File: src/rtl/rob_pkg.sv
// Shared reorder-buffer types and export-word layout for the dependency checker.
// The flush feature is enabled with the ROB_FLUSH_EN macro.
package rob_pkg;

    localparam int ROB_ID_SIZE          = 3;
    localparam int ROB_REG_ADDRESS_SIZE = 5;
    localparam int ROB_REGISTER_SIZE    = 32;

    // unavailable word: {addr, wr, id, valid}; available prepends value
    localparam int U_VALID_BIT = 0;
    localparam int U_ID_LSB    = 1;
    localparam int U_WR_BIT    = ROB_ID_SIZE + 1;
    localparam int U_ADDR_LSB  = ROB_ID_SIZE + 2;
    localparam int U_WIDTH     = ROB_REG_ADDRESS_SIZE + ROB_ID_SIZE + 2;
    localparam int A_VALUE_LSB = U_WIDTH;
    localparam int A_WIDTH     = U_WIDTH + ROB_REGISTER_SIZE;

    typedef struct packed {
        logic occupied;
        logic done;
    } rob_state_t;

endpackage

File: src/rtl/rob_entry.sv
// One reorder-buffer slot: status, destination and result registers,
// plus the two packed export words for the dependency checker.
module rob_entry
    import rob_pkg::*;
#(
    parameter int ID_SIZE          = ROB_ID_SIZE,
    parameter int REG_ADDRESS_SIZE = ROB_REG_ADDRESS_SIZE,
    parameter int REGISTER_SIZE    = ROB_REGISTER_SIZE,
    parameter int SLOT             = 0
) (
    input  logic                        clk,
    input  logic                        clear,
    input  logic                        alloc_en,
    input  logic [REG_ADDRESS_SIZE-1:0] alloc_addr,
    input  logic                        alloc_wr,
    input  logic                        wb_en,
    input  logic [REGISTER_SIZE-1:0]    wb_value,
    input  logic                        commit_en,
    output rob_state_t                  state,
    output logic [REG_ADDRESS_SIZE-1:0] addr,
    output logic                        wr,
    output logic [REGISTER_SIZE-1:0]    value,
    output logic [REG_ADDRESS_SIZE+ID_SIZE+1:0] unavailable,
    output logic [REGISTER_SIZE+REG_ADDRESS_SIZE+ID_SIZE+1:0] available
);

    localparam logic [ID_SIZE-1:0] ID = ID_SIZE'(SLOT);

    // Alloc and commit never hit the same slot in one cycle; a writeback
    // landing on a slot being allocated is dropped since it is not yet occupied.
    always_ff @(posedge clk) begin
        if (clear) begin
            state <= '0;
            addr  <= '0;
            wr    <= 1'b0;
            value <= '0;
        end else if (alloc_en) begin
            state <= '{occupied: 1'b1, done: 1'b0};
            addr  <= alloc_addr;
            wr    <= alloc_wr;
            value <= '0;
        end else if (commit_en) begin
            state <= '0;
        end else if (wb_en && state.occupied && !state.done) begin
            state.done <= 1'b1;
            value      <= wb_value;
        end
    end

    assign unavailable = {addr, wr, ID, state.occupied & ~state.done};
    assign available   = {value, addr, wr, ID, state.occupied & state.done};

endmodule

File: src/rtl/reorder_buffer.sv
// Circular in-order reorder buffer feeding the register-dependency checker.
// Define ROB_FLUSH_EN to add a flush port that clears the buffer like reset.
module reorder_buffer
    import rob_pkg::*;
#(
    parameter int ID_SIZE          = ROB_ID_SIZE,
    parameter int REG_ADDRESS_SIZE = ROB_REG_ADDRESS_SIZE,
    parameter int REGISTER_SIZE    = ROB_REGISTER_SIZE
) (
    input  logic                        clk,
    input  logic                        reset,
`ifdef ROB_FLUSH_EN
    input  logic                        flush,
`endif
    input  logic                        alloc_valid,
    input  logic [REG_ADDRESS_SIZE-1:0] alloc_addr,
    input  logic                        alloc_wr,
    output logic                        alloc_ready,
    output logic [ID_SIZE-1:0]          alloc_id,
    input  logic                        wb_valid,
    input  logic [ID_SIZE-1:0]          wb_id,
    input  logic [REGISTER_SIZE-1:0]    wb_value,
    output logic                        commit_valid,
    input  logic                        commit_ready,
    output logic [REG_ADDRESS_SIZE-1:0] commit_addr,
    output logic                        commit_wr,
    output logic [REGISTER_SIZE-1:0]    commit_value,
    output logic [ID_SIZE-1:0]          tail,
    output logic                        full,
    output logic                        empty,
    output logic [(1<<ID_SIZE)-1:0][REG_ADDRESS_SIZE+ID_SIZE+1:0] unavailable,
    output logic [(1<<ID_SIZE)-1:0][REGISTER_SIZE+REG_ADDRESS_SIZE+ID_SIZE+1:0] available
);

    localparam int N = 1 << ID_SIZE;
    localparam logic [ID_SIZE:0] N_CNT = (ID_SIZE+1)'(N);

    logic [ID_SIZE-1:0] head;
    logic [ID_SIZE:0]   count;
    logic               clear;
    logic               alloc_fire;
    logic               commit_fire;

    rob_state_t                  st      [N];
    logic [REG_ADDRESS_SIZE-1:0] e_addr  [N];
    logic                        e_wr    [N];
    logic [REGISTER_SIZE-1:0]    e_value [N];

`ifdef ROB_FLUSH_EN
    assign clear = reset | flush;
`else
    assign clear = reset;
`endif

    assign full         = (count == N_CNT);
    assign empty        = (count == '0);
    assign alloc_ready  = !full;
    assign alloc_id     = tail;
    assign alloc_fire   = alloc_valid && alloc_ready;
    assign commit_valid = st[head].occupied && st[head].done;
    assign commit_fire  = commit_valid && commit_ready;
    assign commit_addr  = e_addr[head];
    assign commit_wr    = e_wr[head];
    assign commit_value = e_value[head];

    always_ff @(posedge clk) begin
        if (clear) begin
            head  <= '0;
            tail  <= '0;
            count <= '0;
        end else begin
            if (alloc_fire)
                tail <= tail + 1'b1;
            if (commit_fire)
                head <= head + 1'b1;
            unique case ({alloc_fire, commit_fire})
                2'b10:   count <= count + 1'b1;
                2'b01:   count <= count - 1'b1;
                default: count <= count;
            endcase
        end
    end

    for (genvar i = 0; i < N; i++) begin : g_slot
        rob_entry #(
            .ID_SIZE(ID_SIZE),
            .REG_ADDRESS_SIZE(REG_ADDRESS_SIZE),
            .REGISTER_SIZE(REGISTER_SIZE),
            .SLOT(i)
        ) u_entry (
            .clk(clk),
            .clear(clear),
            .alloc_en(alloc_fire && (tail == ID_SIZE'(i))),
            .alloc_addr(alloc_addr),
            .alloc_wr(alloc_wr),
            .wb_en(wb_valid && (wb_id == ID_SIZE'(i))),
            .wb_value(wb_value),
            .commit_en(commit_fire && (head == ID_SIZE'(i))),
            .state(st[i]),
            .addr(e_addr[i]),
            .wr(e_wr[i]),
            .value(e_value[i]),
            .unavailable(unavailable[i]),
            .available(available[i])
        );
    end

endmodule

File: config.mk
export PLATFORM = sky130hd
export DESIGN_NAME = reorder_buffer
export DESIGN_NICKNAME = d
export VERILOG_FILES = /design/src/rtl/rob_pkg.sv /design/src/rtl/rob_entry.sv /design/src/rtl/reorder_buffer.sv
export SDC_FILE = /design/constraint.sdc
export NUM_CORES = 1
export LEC_CHECK = 0
export CAP_MARGIN = 25
export CORE_MARGIN = 10
export CORE_UTILIZATION = 35
export DETAILED_ROUTE_END_ITERATION = 8
export GPL_TIMING_DRIVEN = 0
export PLACE_DENSITY_LB_ADDON = 0.1
export SKIP_LAST_GASP = 1
export SLEW_MARGIN = 20
export SYNTH_ARGS = -nofsm -noshare
export SYNTH_HDL_FRONTEND = slang
export SYNTH_SLANG_ARGS = --single-unit
File: constraint.sdc
create_clock -name clk -period 4.45 [get_ports clk]
set_input_delay 0.6675 -clock clk [delete_from_list [all_inputs] [get_ports clk]]
set_output_delay 0.6675 -clock clk [all_outputs]
set_load 0.1 [all_outputs]
==> results_dict.tcl, run 1 <==
set metrics [dict create \
    yosys_warnings 0 \
    syn_inst 1774 \
    ys_top_cells_by_count "nand2_1, dfxtp_1, nand4_1" \
    drt_first_pass_iters 6 \
    cts.htree.levels 2 \
    worstSetupEndpoint "commit_value[3]" \
    synth_edf_count 0 \
    drv_slew 0 \
    die-area_um2 54190 \
    ys_seq_area_share_pct 41.68 \
    fmax_mhz 231.5 \
    r2r_setup_slack_ns 1.03 \
    synth_top_flop_cell "dfxtp_1" \
    cts.path.max_buffers 3 \
    p_sw_share_pct 28.79 \
    yosys-top-cells-area "dfxtp_1, mux4_2, nand2_1" \
    globalplace.congestion 0.9100 \
    ys_types 48 \
    synth_seq_cells 330 \
    placed_area_um2 21040 \
    synth_area_per_cell_um2 8.934 \
    relSlewSlack_pct 24.26 \
    numCtsBuffers 40 \
    finalCritPeriodShare_pct 97.09 \
    power.share.clock_pct 45.8 \
    cts_tree "done" \
    ant_nets 0 \
    core_area_um2 44510 \
    track_usage_pct 25.09 \
    power_density_nw_per_um2 320.4 \
    first_iter_violations 1398 \
    reg2regPathDepth 14 \
    worstMarginPinSlew_ns 1.131 \
    grt_pass1_wl_um 102200 \
    pre_cts_slack_ns -0.1186 \
    clock-sinks 330 \
    required_ns 3.78 \
    syn2layout_area_growth_pct 40.82 \
    layout.nets 2351 \
    seqCellArea_um2 6606 \
    die_h_um 232.8 \
    fin_skew_ns 0.01637 \
    worstSetupStartpointType "flip-flop" \
    synth_area_um2 15850 \
    power_frac_seq_pct 41.9 \
    period_minus_slack_ns 4.321 \
    multiInputGateArea_um2 7742 \
    whs_ns 0.4646 \
    grt_overflow 0 \
    path_class "reg -> out" \
    drt_wl_total_um 71250 \
    port_buffers 423 \
    power.switching_mw 2.059 \
    ctsHoldBuffers 0 \
    post-route-cell-area_um2 22320 \
    drc_errors 0 \
    maxCapViolations 0 \
    fillerInstances 4252 \
    share_comb_of_total_power_pct 12.3 \
    ir_drop_v 0.0002218 \
    synth_largest_area_cell "dfxtp_1" \
    antenna_found_initial 2 \
    worstSkewPairLatency_ns 0.56 \
    cp_max_fo 10 \
    internal_power_mw 5.091 \
    setup_slack_ns 0.1294 \
    post_cts_buffers 0 \
    path_clk_slew_ns 0.06 \
    routed_via_density 5.225 \
    wire_per_inst_um 24.48 \
    hpwl_um 54290 \
    setup_viol 0 \
    hp-class "reg -> reg" \
    power_leakage_nw 8.149 \
    cts_root_buffer "clkbuf_16" \
    hold_viol_final 0 \
    start_util_pct 35.61 \
    status "completed" \
    crit_path_end_kind "output pin" \
    synth_most_common_cell "nand2_1" \
    reg2reg_from "head[0]" \
    worst_ep_arrival_time_ns 3.65 \
    die_w_um 232.8 \
    rsz0062_at_grt "false" \
    io_pins 510 \
    startpoint "head[1]" \
    rows 77 \
    grt_pass1_vias 14990 \
    finalSetupTns_ns 0 \
    r2r_end "count[3]" \
    utilization_pct 50.14 \
    async_reset_ff_share_pct 0 \
    yosysTopAreaCellShare_pct 41.68 \
    vias 15200 \
    drive_gt1_share_pct 15.28 \
    grt_max_degree 14 \
]
==> cells by family (layout without fill, tap and decap cells) <==
family          count (synthesis)  in the layout  share of synthesized area [%]
flops                         330            330                          41.68
other cells                     2             49                        0.04738
xor+xnor                        3              3                         0.1658
buf+inv                       306            803                          10.55
mux                           193            193                          18.38
compound gates                235            235                          8.321
fa+ha+maj                      16             16                          1.310
simple gates                  689            689                          19.54
==> registers in the layout, summed over array words and instances (netlist names) <==
signal                count
g_slot.u_entry.state     16
count                     4
g_slot.u_entry.value    256
head                      3
alloc_id                  3
g_slot.u_entry.addr      40
g_slot.u_entry.wr         8
==> critical path, stage by stage, from the launching register on <==
cell	delay, ns
dfxtp_1	0.38
clkbuf_1	0.26
clkbuf_2	0.48
buf_1	0.57
mux4_2	0.33
nand2_1	0.09
nand2_1	0.12
dlygate4sd2_1	0.86
==> through the flow <==
step | power (mW) | std cells
2_1_floorplan | 3.735 | 1820
3_3_place_gp | 3.934 | 2835
3_5_place_dp | 3.939 | 2837
4_1_cts | 7.179 | 2907
5_1_grt | 7.332 | 2909
6_report | 7.150 | 2910
==> worst min-delay path by stage <==
stage               cells past startpoint                           to  slack (ns)                   startpoint
CTS                                     2  g_slot[7].u_entry.value[11]        0.47  g_slot[7].u_entry.value[11]
global route                            2  g_slot[7].u_entry.value[11]        0.48  g_slot[7].u_entry.value[11]
floorplan                               2   g_slot[6].u_entry.state[0]        0.44   g_slot[6].u_entry.state[0]
global placement                        2   g_slot[5].u_entry.value[4]        0.45   g_slot[5].u_entry.value[4]
detailed placement                      2  g_slot[7].u_entry.value[11]        0.46  g_slot[7].u_entry.value[11]
finish                                  2  g_slot[7].u_entry.value[11]        0.46  g_slot[7].u_entry.value[11]
==> routing by layer <==
| metal | vias up | GRT usage, % | part of all wire [%] |
|---|---|---|---|
| met1 | 7443 | 31.14 | 41 |
| met4 | 2 | 7.709 | 2.7 |
| met2 | 609 | 42.38 | 48 |
| met5 | - | 0 | 0.018 |
| met3 | 111 | 5.865 | 7.9 |
| li1 | 7039 | - | - |
==> power by group through the flow <==
stage	registers, mW	logic [mW]	clock network (mW)
floorplan	3.15	0.580	0
global placement	3.06	0.871	0
detailed placement	3.06	0.875	0
CTS	3.00	0.874	3.31
global route	3.00	0.913	3.42
finish	3.00	0.878	3.27
==> timing repair <==
action	CTS	global route
gates cloned	0	0
hold endpoints to repair	0	0
endpoints found under the setup margin	38	19
pin swaps	0	0
resized for setup	71	29
==> final cells by class <==
| class | count | share of cell area (%) |
|---|---|---|
| Tap cell | 592 | 3.319 |
| Clock buffer | 59 | 5.438 |
| Sequential cell | 330 | 29.60 |
| Buffer | 290 | 7.277 |
| Antenna cell | 1 | 0.01121 |
| Timing Repair Buffer | 427 | 18.98 |
| Multi-Input combinational cell | 1184 | 34.69 |
| Clock inverter | 11 | 0.4149 |
| Inverter | 16 | 0.2691 |
==> cell usage in the layout (no fill, tap or decap), drive strengths merged, types with 6 or more instances in the layout <==
cell type,synthesis,layout
mux4,78,78
mux2i,114,114
nor2,123,123
a21oi,83,83
o21ai,129,129
nand2,349,349
nand4,130,130
buf,171,174
ha,15,15
clkdlybuf4s15,0,17
inv,16,16
dlygate4sd2,0,6
clkinv,0,8
nand2b,6,6
and2,17,17
clkbuf,119,193
conb,2,48
a31oi,8,8
clkdlybuf4s50,0,385
dfxtp,330,330
nand3,44,44
nor2b,11,11
Note: power is estimated with default switching activity, not from simulation.
==> run 2: changes to the inputs <==
--- a/config.mk
+++ b/config.mk
@@ -10,6 +10,7 @@
 export CORE_UTILIZATION = 35
 export DETAILED_ROUTE_END_ITERATION = 8
 export GPL_TIMING_DRIVEN = 0
+export HOLD_SLACK_MARGIN = 0.06
 export PLACE_DENSITY_LB_ADDON = 0.1
 export SKIP_LAST_GASP = 1
 export SLEW_MARGIN = 20
==> results of run 2 <==
The final DEF is identical to that of run 1; final timing and power are the same.
